--- src/rtl/uart_frame_buffer_if.sv ---
// Byte-in / frame-out bus of the UART frame buffer.
// master: UART receiver plus control-logic reader; slave: the frame buffer.
interface uart_frame_buffer_if #(
   parameter int OVR_W = 8
);
   logic [7:0]       rx_data;
   logic             rx_wr_n;
   logic [6:0]       rd_addr;
   logic             rd_done;
   logic [7:0]       rd_data;
   logic             frame_ready;
   logic             frame_err;
   logic [6:0]       byte_cnt;
   logic [OVR_W-1:0] overrun_cnt;
   logic             busy;

   modport master (
      output rx_data, rx_wr_n, rd_addr, rd_done,
      input  rd_data, frame_ready, frame_err, byte_cnt, overrun_cnt, busy
   );

   modport slave (
      input  rx_data, rx_wr_n, rd_addr, rd_done,
      output rd_data, frame_ready, frame_err, byte_cnt, overrun_cnt, busy
   );
endinterface

--- src/rtl/uart_frame_buffer.sv ---
// UART frame buffer: collects FRAME_LEN received bytes (last one is a
// mod-256 checksum of the others), verifies the checksum and holds the frame
// for random-access reading until the reader signals rd_done.
module uart_frame_buffer #(
   parameter int FRAME_LEN   = 113,
   parameter int GAP_TIMEOUT = 100000,
   parameter int OVR_W       = 8
) (
   input  logic                clk,
   input  logic                rst,
   uart_frame_buffer_if.slave  bus
);

   localparam int GAP_W = $clog2(GAP_TIMEOUT + 1);
   localparam logic [6:0] LAST_IDX = 7'(FRAME_LEN - 1);
   localparam logic [6:0] FULL_CNT = 7'(FRAME_LEN);

   typedef enum logic [1:0] {IDLE, RECV, READY} state_t;

   state_t            state_q, state_d;
   logic              sync1_q, sync2_q, edge_q, byte_stb_q;
   logic [6:0]        byte_cnt_q, byte_cnt_d;
   logic [7:0]        sum_q, sum_d;
   logic [GAP_W-1:0]  gap_q, gap_d;
   logic              err_q, err_d;
   logic [OVR_W-1:0]  ovr_q, ovr_d;
   logic              mem_we;
   logic [7:0]        rd_data_q;
   // Sized to the full 7-bit address space so any rd_addr/byte_cnt index is
   // in range; entries at FRAME_LEN and above are never written.
   logic [7:0]        mem_q [0:127];

   // Strobe comes from the UART bit-clock domain: two flops, then a
   // falling-edge detect so a held-low strobe yields exactly one pulse.
   always_ff @(posedge clk) begin
      if (rst) begin
         sync1_q    <= 1'b1;
         sync2_q    <= 1'b1;
         edge_q     <= 1'b1;
         byte_stb_q <= 1'b0;
      end else begin
         sync1_q    <= bus.rx_wr_n;
         sync2_q    <= sync1_q;
         edge_q     <= sync2_q;
         byte_stb_q <= edge_q & ~sync2_q;
      end
   end

   // State and datapath registers.
   always_ff @(posedge clk) begin
      if (rst) begin
         state_q    <= IDLE;
         byte_cnt_q <= '0;
         sum_q      <= '0;
         gap_q      <= '0;
         err_q      <= 1'b0;
         ovr_q      <= '0;
      end else begin
         state_q    <= state_d;
         byte_cnt_q <= byte_cnt_d;
         sum_q      <= sum_d;
         gap_q      <= gap_d;
         err_q      <= err_d;
         ovr_q      <= ovr_d;
      end
   end

   // Next-state logic: assemble, verify, hold, release.
   always_comb begin
      state_d    = state_q;
      byte_cnt_d = byte_cnt_q;
      sum_d      = sum_q;
      gap_d      = gap_q;
      err_d      = 1'b0;
      ovr_d      = ovr_q;
      mem_we     = 1'b0;
      case (state_q)
         IDLE: begin
            if (byte_stb_q) begin
               mem_we     = 1'b1;
               sum_d      = bus.rx_data;
               byte_cnt_d = 7'd1;
               gap_d      = '0;
               state_d    = RECV;
            end
         end
         RECV: begin
            gap_d = gap_q + GAP_W'(1);
            if (byte_stb_q) begin
               gap_d  = '0;
               mem_we = 1'b1;
               if (byte_cnt_q == LAST_IDX) begin
                  if (bus.rx_data == sum_q) begin
                     byte_cnt_d = FULL_CNT;
                     state_d    = READY;
                  end else begin
                     err_d      = 1'b1;
                     byte_cnt_d = '0;
                     state_d    = IDLE;
                  end
               end else begin
                  sum_d      = sum_q + bus.rx_data;
                  byte_cnt_d = byte_cnt_q + 7'd1;
               end
            end else if (gap_q == GAP_W'(GAP_TIMEOUT - 1)) begin
               // Sender stalled mid-frame: drop the partial frame.
               err_d      = 1'b1;
               byte_cnt_d = '0;
               gap_d      = '0;
               state_d    = IDLE;
            end
         end
         READY: begin
            // Buffer is owned by the reader; incoming bytes are only counted.
            if (byte_stb_q && (ovr_q != '1)) ovr_d = ovr_q + OVR_W'(1);
            if (bus.rd_done) begin
               byte_cnt_d = '0;
               state_d    = IDLE;
            end
         end
         default: state_d = IDLE;
      endcase
   end

   // Frame RAM write port; contents survive reset.
   always_ff @(posedge clk) begin
      if (!rst && mem_we) mem_q[byte_cnt_q] <= bus.rx_data;
   end

   // Registered read port; indices past the frame read as zero.
   always_ff @(posedge clk) begin
      if (rst)                                   rd_data_q <= '0;
      else if ({1'b0, bus.rd_addr} < 8'(FRAME_LEN)) rd_data_q <= mem_q[bus.rd_addr];
      else                                       rd_data_q <= '0;
   end

   assign bus.rd_data     = rd_data_q;
   assign bus.frame_ready = (state_q == READY);
   assign bus.frame_err   = err_q;
   assign bus.byte_cnt    = byte_cnt_q;
   assign bus.overrun_cnt = ovr_q;
   assign bus.busy        = (state_q == RECV);

endmodule
--- src/flat_wrapper.sv ---
// flat-port wrapper written by rule: the top's interface ports become plain ports
module uart_frame_buffer_flat 
#(
   parameter int FRAME_LEN   = 113,
   parameter int GAP_TIMEOUT = 100000,
   parameter int OVR_W       = 8
)
  (clk, rst, bus_rx_data, bus_rx_wr_n, bus_rd_addr, bus_rd_done, bus_rd_data, bus_frame_ready, bus_frame_err, bus_byte_cnt, bus_overrun_cnt, bus_busy);
  uart_frame_buffer_if #(.OVR_W(OVR_W)) bus_i ();
  input  logic clk;
  input  logic rst;
  input wire logic [$bits(bus_i.rx_data)-1:0] bus_rx_data;
  input wire logic [$bits(bus_i.rx_wr_n)-1:0] bus_rx_wr_n;
  input wire logic [$bits(bus_i.rd_addr)-1:0] bus_rd_addr;
  input wire logic [$bits(bus_i.rd_done)-1:0] bus_rd_done;
  output wire logic [$bits(bus_i.rd_data)-1:0] bus_rd_data;
  output wire logic [$bits(bus_i.frame_ready)-1:0] bus_frame_ready;
  output wire logic [$bits(bus_i.frame_err)-1:0] bus_frame_err;
  output wire logic [$bits(bus_i.byte_cnt)-1:0] bus_byte_cnt;
  output wire logic [$bits(bus_i.overrun_cnt)-1:0] bus_overrun_cnt;
  output wire logic [$bits(bus_i.busy)-1:0] bus_busy;
  assign bus_i.rx_data = bus_rx_data;
  assign bus_i.rx_wr_n = bus_rx_wr_n;
  assign bus_i.rd_addr = bus_rd_addr;
  assign bus_i.rd_done = bus_rd_done;
  assign bus_rd_data = bus_i.rd_data;
  assign bus_frame_ready = bus_i.frame_ready;
  assign bus_frame_err = bus_i.frame_err;
  assign bus_byte_cnt = bus_i.byte_cnt;
  assign bus_overrun_cnt = bus_i.overrun_cnt;
  assign bus_busy = bus_i.busy;
  uart_frame_buffer #(.FRAME_LEN(FRAME_LEN), .GAP_TIMEOUT(GAP_TIMEOUT), .OVR_W(OVR_W)) u_core (.clk(clk), .rst(rst), .bus(bus_i));
endmodule
--- config.mk ---
export PLATFORM = sky130hd
export DESIGN_NAME = uart_frame_buffer_flat
export DESIGN_NICKNAME = d
export VERILOG_FILES = /design/src/rtl/uart_frame_buffer_if.sv /design/src/rtl/uart_frame_buffer.sv /design/src/flat_wrapper.sv
export SDC_FILE = /design/constraint.sdc
export NUM_CORES = 1
export LEC_CHECK = 0
export CAP_MARGIN = 30
export CORE_AREA = 2 2 415 417
export DETAILED_ROUTE_END_ITERATION = 10
export DIE_AREA = 0 0 417 419
export PLACE_DENSITY = 0.44
export SYNTH_ARGS = -nofsm -noshare
export SYNTH_HDL_FRONTEND = slang
export SYNTH_SLANG_ARGS = --single-unit
--- constraint.sdc ---
create_clock -name clk -period 6.05 [get_ports clk]
set_input_delay 1.21 -clock clk [delete_from_list [all_inputs] [get_ports clk]]
set_output_delay 1.21 -clock clk [all_outputs]
set_load 0.01 [all_outputs]
Word-level counts from Yosys, hierarchy flattened

Memory sizes are Yosys's and may differ from the RTL's. A register that Yosys moved wholly into a read port is not among the register bits.
Index checks and enable logic that the tools add are counted.
Widths: inputs -> output; s select.

Bits in registers: 47
Bits in latches: 0
RAM bits: 1024
Memory bits (read-only): 0
Output and inout bits: 26
Logic and storage cells: 76
Memories: 1

Memories:

| name         | words | width | rd ports | clocked after memory_dff | write ports | line                    | source |
|---|---|---|---|---|---|---|---|
| u_core.mem_q | 128   | 8     | 1        | 1                        | 1           | uart_frame_buffer.sv:31 | `logic [7:0] mem_q [0:127];` |

Add/sub/neg operators: 4
Multiply operators: 0
Div/mod/pow operators: 0
$lt $le $gt $ge: 1
Eq/ne operators: 12
Shift-type cells: 0
Multiplexer cells: 30
Bitwise operators: 4
Reductions and logical operators: 14

Operators by type and width:

| kind                  | count |
|---|---|
| $mux 17               | 3 |
| $mux 7                | 6 |
| $pmux 17 s2           | 1 |
| $mux 8                | 3 |
| $pmux 7 s3            | 1 |
| $add 17x1->17 const B | 1 |
| $eq 17x17->1 const B  | 1 |
| $pmux 8 s2            | 1 |
| $mux 2                | 6 |
| $reduce_and 4->1      | 3 |
| $add 8x1->8 const B   | 1 |
| $add 8x8->8           | 1 |
| $eq 8x8->1            | 1 |
| $mux 1                | 8 |
| $ne 8x8->1 const B    | 1 |
| $add 7x1->7 const B   | 1 |
| $eq 7x7->1 const B    | 1 |
| $lt 7x7->1 const B    | 1 |
| $pmux 2 s3            | 1 |
| $reduce_or 2->1       | 3 |
| $ne 2x1->1 const B    | 2 |
| $ne 2x2->1 const B    | 2 |
| $reduce_and 2->1      | 2 |
| $ne 3x1->1 const B    | 1 |
| other kinds (10)      | 13 |

Depth between registers and ports, before layout

Gate-level depths: netlist (run 1).

Word-level depth: 6
Depth in mapped cells: 11
Mapped depth without buffers: 9

Worst setup path after synthesis (run 1)

OpenSTA, ideal clock, no wires.

Path kind: input port to flip-flop
Start point: input bus_rd_addr[0]
End point: register u_core.rd_data_q[7] (netlist: u_core.bus.rd_data[7]) (read register of u_core.mem_q)
Arrival time: 2.886 ns
Setup slack: 3.047 ns
Stages on the path: 7
Cell sequence: buf_6 -> buf_6 -> buf_2 -> mux4_2 -> a221oi_1 -> nand3_1 -> a32o_1

Word-level cells in the longest chain between the ends: 3

RTL lines:

| element                          | line                     | source |
|---|---|---|
| from (decl)                      | flat_wrapper.sv:14       | `input wire logic [$bits(bus_i.rd_addr)-1:0] bus_rd_addr;` |
| $lt 7x7->1                       | uart_frame_buffer.sv:133 | `else if ({1'b0, bus.rd_addr} < 8'(FRAME_LEN)) rd_data_q <= mem_q[bus.rd_addr];` |
| $not 1->1 (no source line)       | -                        |  |
| $reduce_or 2->1 (no source line) | -                        |  |
| to (decl)                        | uart_frame_buffer.sv:28  | `logic [7:0] rd_data_q;` |

Parallel ways exist; a longest one is shown, timed or not.
A chain may end at the register's enable or synchronous reset.

Worst setup path in the final report (run 1)

Start point: register u_core.state_q[0]
End point: memory u_core.mem_q[101][3] (enable)

Word-level cells in the longest chain between the ends: 6
Elaborated cells between the ends (all ways): 7
Those cells by class: eq/ne (1); mux (3); reduce/logical (3)

RTL lines:

| element                                       | line                     | source |
|---|---|---|
| from (decl)                                   | uart_frame_buffer.sv:20  | `state_t state_q, state_d;` |
| from (signal assigned)                        | uart_frame_buffer.sv:59  | `state_q <= state_d;` |
| $eq 2x1->1 or $logic_not 2->1 (tied branches) | uart_frame_buffer.sv:77  | `case (state_q)` |
| $reduce_or 2->1 (no source line) *            | -                        |  |
| $mux 1 *                                      | -                        |  |
| $logic_and 1x1->1 *                           | uart_frame_buffer.sv:127 | `if (!rst && mem_we) mem_q[byte_cnt_q] <= bus.rx_data;` |
| $mux 1 *                                      | uart_frame_buffer.sv:127 |  |
| $mux 1 (not written as such) *                | uart_frame_buffer.sv:127 |  |
| to (decl)                                     | uart_frame_buffer.sv:31  |  |

Every way passes the cells marked *; elsewhere a longest branch is shown, timed or not.

==> results of run 1 <==
-- critical path: stages (launching register included) --
cell and delay (ns):
dfxtp_1 0.34, inv_1 0.10, ha_1 0.34, o21ai_0 0.25
nor3_1 0.50, nand2_2 0.71, nor2_1 1.04
-- power breakdown --
| part | leakage [nW] | switching (W) | total, W | internal, W |
|---|---|---|---|---|
| Combinational | 3.73 | 0.000534 | 0.000802 | 0.000268 |
| Clock | 1.75 | 0.00291 | 0.00665 | 0.00375 |
| Sequential | 9.65 | 0.0000184 | 0.00820 | 0.00818 |
| Total | 15.1 | 0.00346 | 0.0157 | 0.0122 |
-- layout by cell type (no fill, tap or decap), types with 12 or more instances in the layout --
master | netlist | final
mux2i_1 | 128 | 128
a21oi_1 | 61 | 61
xor2_1 | 18 | 18
a31oi_1 | 24 | 24
nand3_1 | 26 | 26
clkbuf_16 | 0 | 118
edfxtp_1 | 1024 | 1024
nor2_1 | 195 | 193
nand2_1 | 95 | 89
buf_4 | 10 | 47
ha_1 | 15 | 15
clkbuf_1 | 54 | 21
clkdlybuf4s50_1 | 0 | 32
dfxtp_1 | 55 | 55
nor3_1 | 13 | 13
inv_1 | 18 | 18
o221ai_1 | 16 | 16
clkinv_2 | 0 | 27
a22o_1 | 27 | 27
a22oi_1 | 45 | 45
o21ai_0 | 12 | 12
mux4_2 | 203 | 203
clkinv_1 | 1 | 36
nand4_1 | 14 | 14
-- cell families (layout without fill, tap and decap cells) --
family,count (synthesis),count (layout)
compound gates,247,247
xor+xnor,26,26
fa+ha+maj,16,16
buf+inv,137,327
flops,1079,1079
mux,336,336
other cells,0,1
simple gates,400,400
-- per-stage QoR --
| stage | hold WS, ns | setup slack, ns | cells |
|---|---|---|---|
| after floorplan | 0.389 | 3.05 | 2241 |
| after global placement | 0.399 | 1.82 | 4445 |
| after detailed placement | 0.401 | 1.72 | 4447 |
| after CTS | 0.415 | 2.31 | 4662 |
| after global routing | 0.418 | 2.17 | 4664 |
| final | 0.411 | 2.34 | 4665 |
-- cell type report --
| cell class | count | share of cell area |
|---|---|---|
| diodes | 1 | 0.0000510 |
| clock buffers | 142 | 0.0626 |
| flip-flops and latches | 1079 | 0.649 |
| repair buffers | 93 | 0.0191 |
| clock inverters | 73 | 0.00926 |
| well taps | 2233 | 0.0569 |
| multi-input cells | 1025 | 0.201 |
| inverters | 19 | 0.00145 |
-- layer usage --
| metal | share of wire | global-route usage | vias up | routed length, µm |
|---|---|---|---|---|
| met2 | 0.49 | 0.234 | 718 | 60700 |
| met4 | 0.024 | 0.0392 | 0 | 2990 |
| met1 | 0.43 | 0.184 | 11900 | 52400 |
| met5 | 0 | 0 | - | 0 |
| li1 | - | - | 9307 | - |
| met3 | 0.054 | 0.0227 | 154 | 6590 |
-- state kept, by name, summed over array words and instances (netlist names) --
signal,cells
u_core.byte_stb_q,1
u_core.bus.frame_err,1
u_core.sum_q,8
u_core.bus.rd_data,8
u_core.gap_q,17
u_core.edge_q,1
u_core.bus.overrun_cnt,8
u_core.sync2_q,1
u_core.sync1_q,1
u_core.state_q,2
u_core.bus.byte_cnt,7
u_core.mem_q,1024
-- synth_stat cells, types with 4 or more instances --
library cell	n
nor2b_1	11
buf_6	11
o211ai_1	5
a22oi_1	45
nor2_1	195
o21ai_0	12
o221ai_1	16
nand3_1	26
a2111oi_0	5
a221oi_1	10
and3_1	10
xnor2_1	8
or2_2	6
a22o_1	27
buf_4	10
a21oi_1	61
mux2_2	5
mux2i_1	128
a211oi_1	8
xor2_1	18
a32o_1	7
buf_1	5
nor3_1	13
dfxtp_1	55
clkbuf_1	54
mux4_2	203
inv_1	18
a31oi_1	24
nand4_1	14
o22ai_1	11
edfxtp_1	1024
buf_2	35
ha_1	15
nand2_1	95
nand2b_1	6
nand3b_1	4
-- worst min-delay path by stage --
stage / cells past startpoint / startpoint / to
final: 1 / u_core.sync1_q / u_core.sync2_q
after global routing: 1 / u_core.sync1_q / u_core.sync2_q
after CTS: 1 / u_core.sync1_q / u_core.sync2_q
after detailed placement: 1 / u_core.sync1_q / u_core.sync2_q
after global placement: 2 / u_core.edge_q / u_core.byte_stb_q
after floorplan: 1 / u_core.sync1_q / u_core.sync2_q
==> impl_metrics.ini, run 1 <==
[sta]
rsz0062_at_grt = no
slew_violations = 0
layout_min_cycle_time_ns = 3.71
setup_viol = 0
tightest_slew_ns = 1.03
skew_ns = 0.0232
tns_ns = 0
fin_crit_sh = 0.614
max_freq_mhz = 269
hold_violations = 0
slew_headroom = 0.313

[critical_path]
path_class = flop to flop
required_ns = 6.39
start_kind = flop
reg2reg_to = u_core.mem_q[101][3]
startpoint = u_core.state_q[0]
crit_arrival_ns = 4.05
critPathCapture = u_core.mem_q[101][3]
cp-end-kind = flop
rr_worst_depth = 6
reg2reg_from = u_core.state_q[0]
cp_max_fo = 16
worst-r2r-setup-slack_ns = 2.34

[yosys]
ys_ff_latch = 1079
synthAdderAreaFrac = 0.00489
syn_avg_cell_area_um2 = 18.9
synth_warnings = 0
async_flop_share = 0
synthesis.area_um2 = 42400
synth_top_family_by_area = multiplexers
yosysUniqueCellTypes = 62
synthMuxAreaShare = 0.139
synth_compound_area_frac = 0.0411
syn_inst = 2241
synth_seq_area_share = 0.751
synthTopCellsByArea = edfxtp_1, mux4_2, mux2i_1
yosysTopAreaCellShare = 0.725
dominantRegCellSynth = edfxtp_1
synth_nets = 2276
synth-edff-count = 1024
synthSimpleGateAreaFrac = 0.0417
yosysTopAreaCell = edfxtp_1
synth_xor_xnor_area_share = 0.00537

[clock_network]
cts-resized-gates = 0
cts_root_buf = clkbuf_16
cts_setup_buffers = 0
cts_tree = done
cts.htree.levels = 3
clk_pin_slew_ns = 0.06
clk_path_buf_depth = 3
ctsHoldBuffers = 0
cts_num_sinks = 1079
cts-buffers-inserted = 116
insertion_delay_ns = 0.73

[outcome]
status = complete, no violations

[detailed_routing]
via_per_inst = 4.73
num_vias = 22000
routedWlPerCell_um = 26.3
drc = 0
drt_wl_total_um = 123000
drt_iter0_drc = 2255
ant_nets = 0
dr.pass1.iters = 6

[cells_and_area]
drive_gt1_frac = 0.183
nets = 2369
fin_util = 0.288
syn_to_final_growth_pct = 15.6
multi_input_area_um2 = 9880
register_area_um2 = 31900
stdcell_area_um2 = 49100
n_fill_cell = 16700

[floorplanning]
die_h_um = 419
pin_count = 45
start_util = 0.249
die_w_um = 417
die_area_um2 = 175000
coreArea_um2 = 171000
rows = 152

[placement]
io_buffer_count = 44
gp_congestion = 0.859
hpwlAfterDp_um = 78700
place_area_um2 = 45500

[global_route]
grt_pass1_wl_um = 173000
grt_usage = 0.139
gr-total-overflow = 0
grt_max_degree = 89
grt_antenna_before_repair = 6
grt_pass1_vias = 22400

[power_and_ir_drop]
power-per-cell-area_nw_per_um2 = 319
design_power_total_w = 0.0157
vdd_drop_max_uv = 221
p_leak_nw = 15.1

[min_path]
worstHoldPathType = flop to flop

[run]
maxCapViolations = 0
No activity file was read; power rests on OpenSTA's default activity.
==> inputs of run 2 (changes only) <==
- PLACE_DENSITY: 0.44 -> 0.45
- clock period: 6.05 -> 3.06 ns (I/O delays scaled with it)
==> run 2 against run 1 <==
Compared with the run above:
- highest routed layer unchanged
- critical endpoint is now bus_busy
- via count increased by 1.8%
- clock-buffer cell count fell by 11
- hold slack lost 0.19 ns
==> impl_metrics.ini, run 2 (synthesis results as in run 1) <==
[global_route]
grt_pass1_wl_um = 176000
grt_usage = 0.141
grt_max_degree = 134
grt_pass1_vias = 23200
gr-total-overflow = 0
grt_antenna_before_repair = 3

[detailed_routing]
drt_wl_total_um = 124000
drt_iter0_drc = 2439
dr.pass1.iters = 5
ant_nets = 0
num_vias = 22400
routedWlPerCell_um = 25.6
drc = 0
via_per_inst = 4.64

[floorplanning]
pin_count = 45
die_h_um = 419
die_area_um2 = 175000
coreArea_um2 = 171000
start_util = 0.249
die_w_um = 417
rows = 152

[placement]
hpwlAfterDp_um = 81000
io_buffer_count = 44
gp_congestion = 0.898

[critical_path]
crit_arrival_ns = 2.22
start_kind = flop
worst-r2r-setup-slack_ns = 0.27
reg2reg_from = u_core.state_q[1]
reg2reg_to = u_core.mem_q[36][7]
path_class = flop to output pin
cp-end-kind = output pin
required_ns = 2.45
rr_worst_depth = 7
cp_max_fo = 21

[run]
maxCapViolations = 0

[sta]
holdWs_ns = 0.221
fin_crit_sh = 0.926
layout_min_cycle_time_ns = 2.83
skew_ns = 0.0286
rsz0062_at_grt = no
tns_ns = 0
slew_violations = 0
hold_violations = 0
tightest_slew_ns = 0.953
setup_viol = 0
slew_headroom = 0.362
max_freq_mhz = 353

[min_path]
holdPathEnd = u_core.mem_q[18][3]
worstHoldPathType = input pin to flop
min_path_cells = 1
hold_start = bus_rx_data[3]

[clock_network]
cts_num_sinks = 1079
cts.htree.levels = 3
clk_pin_slew_ns = 0.06
cts_tree = done
clk_path_buf_depth = 3
cts-buffers-inserted = 112
cts-resized-gates = 0
insertion_delay_ns = 0.74
cts_root_buf = clkbuf_16
ctsHoldBuffers = 0
cts_setup_buffers = 0

[cells_and_area]
nets = 2545
drive_gt1_frac = 0.234
regMostFlops = u_core.mem_q
largest_reg_flops = 1024
fin_util = 0.297
layout_commonest_cell = edfxtp_1
syn_to_final_growth_pct = 19.3
layout_common_cells = edfxtp_1, mux4_2, buf_4
reg.largest.list = u_core.mem_q x1024, u_core.gap_q x17

[power_and_ir_drop]
power-per-cell-area_nw_per_um2 = 608
p_leak_nw = 16.1
vdd_drop_max_uv = 448

[outcome]
status = complete, no violations
-- run 2: cell count changes in the layout (fill, tap and decap cells not counted), moves of 5 or more --
cell,previous run,this run
buf_12,7,42
clkbuf_16,118,113
nand2_2,6,0
buf_4,47,196
clkinv_2,27,21
nand2_1,89,95
-- run 2: per-layer routing --
| layer | part of all wire | GRT usage | routed length, µm | vias to the layer above |
|---|---|---|---|---|
| met2 | 0.47 | 0.228 | 58900 | 684 |
| met1 | 0.44 | 0.193 | 54900 | 11900 |
| met5 | 0 | 0 | 0 | - |
| met4 | 0.028 | 0.0388 | 3420 | 0 |
| li1 | - | - | - | 9680 |
| met3 | 0.055 | 0.0257 | 6760 | 197 |
-- run 2: layout make-up --
class | count | area, µm²
fillers | 16600 | 120000
multi-input cells | 1025 | 9860
clock buffers | 131 | 2900
flip-flops and latches | 1079 | 31900
clock inverters | 75 | 490
diodes | 2 | 5.00
well taps | 2233 | 2790
inverters | 19 | 71.3
repair buffers | 273 | 2670
-- run 2: power by group --
group	switching, W	internal (W)	leakage [nW]	total (W)
logic	0.00109	0.000681	4.77	0.00177
registers	0.0000337	0.0162	9.65	0.0162
clock network	0.00572	0.00707	1.66	0.0128
total	0.00684	0.0239	16.1	0.0308
-- run 2: critical path, cell delays in order, from the launching register on --
cell,delay [ns]
dfxtp_1,0.33
inv_1,0.10
ha_1,0.18
buf_4,0.28
clkdlybuf4s50_1,0.60
-- run 2: stage by stage --
stage               setup WS (ns)  instances  instance area, µm²  power [W]
floorplan                   0.607       2241               42400     0.0173
global placement           0.0152       4629               47200     0.0183
detailed placement        0.00292       4629               47200     0.0183
CTS                         0.173       4835               50600     0.0311
global route               0.0665       4835               50600     0.0318
finish                      0.225       4837               50600     0.0308
-- run 2: worst max path at each step --
stage	start	to	cells past startpoint
CTS	u_core.state_q[1]	bus_busy	4
floorplan	u_core.state_q[0]	u_core.mem_q[54][0]	8
global route	u_core.state_q[1]	u_core.mem_q[67][6]	7
finish	u_core.state_q[1]	bus_busy	4
detailed placement	bus_rd_addr[0]	u_core.bus.rd_data[3]	7
global placement	bus_rd_addr[0]	u_core.bus.rd_data[0]	7
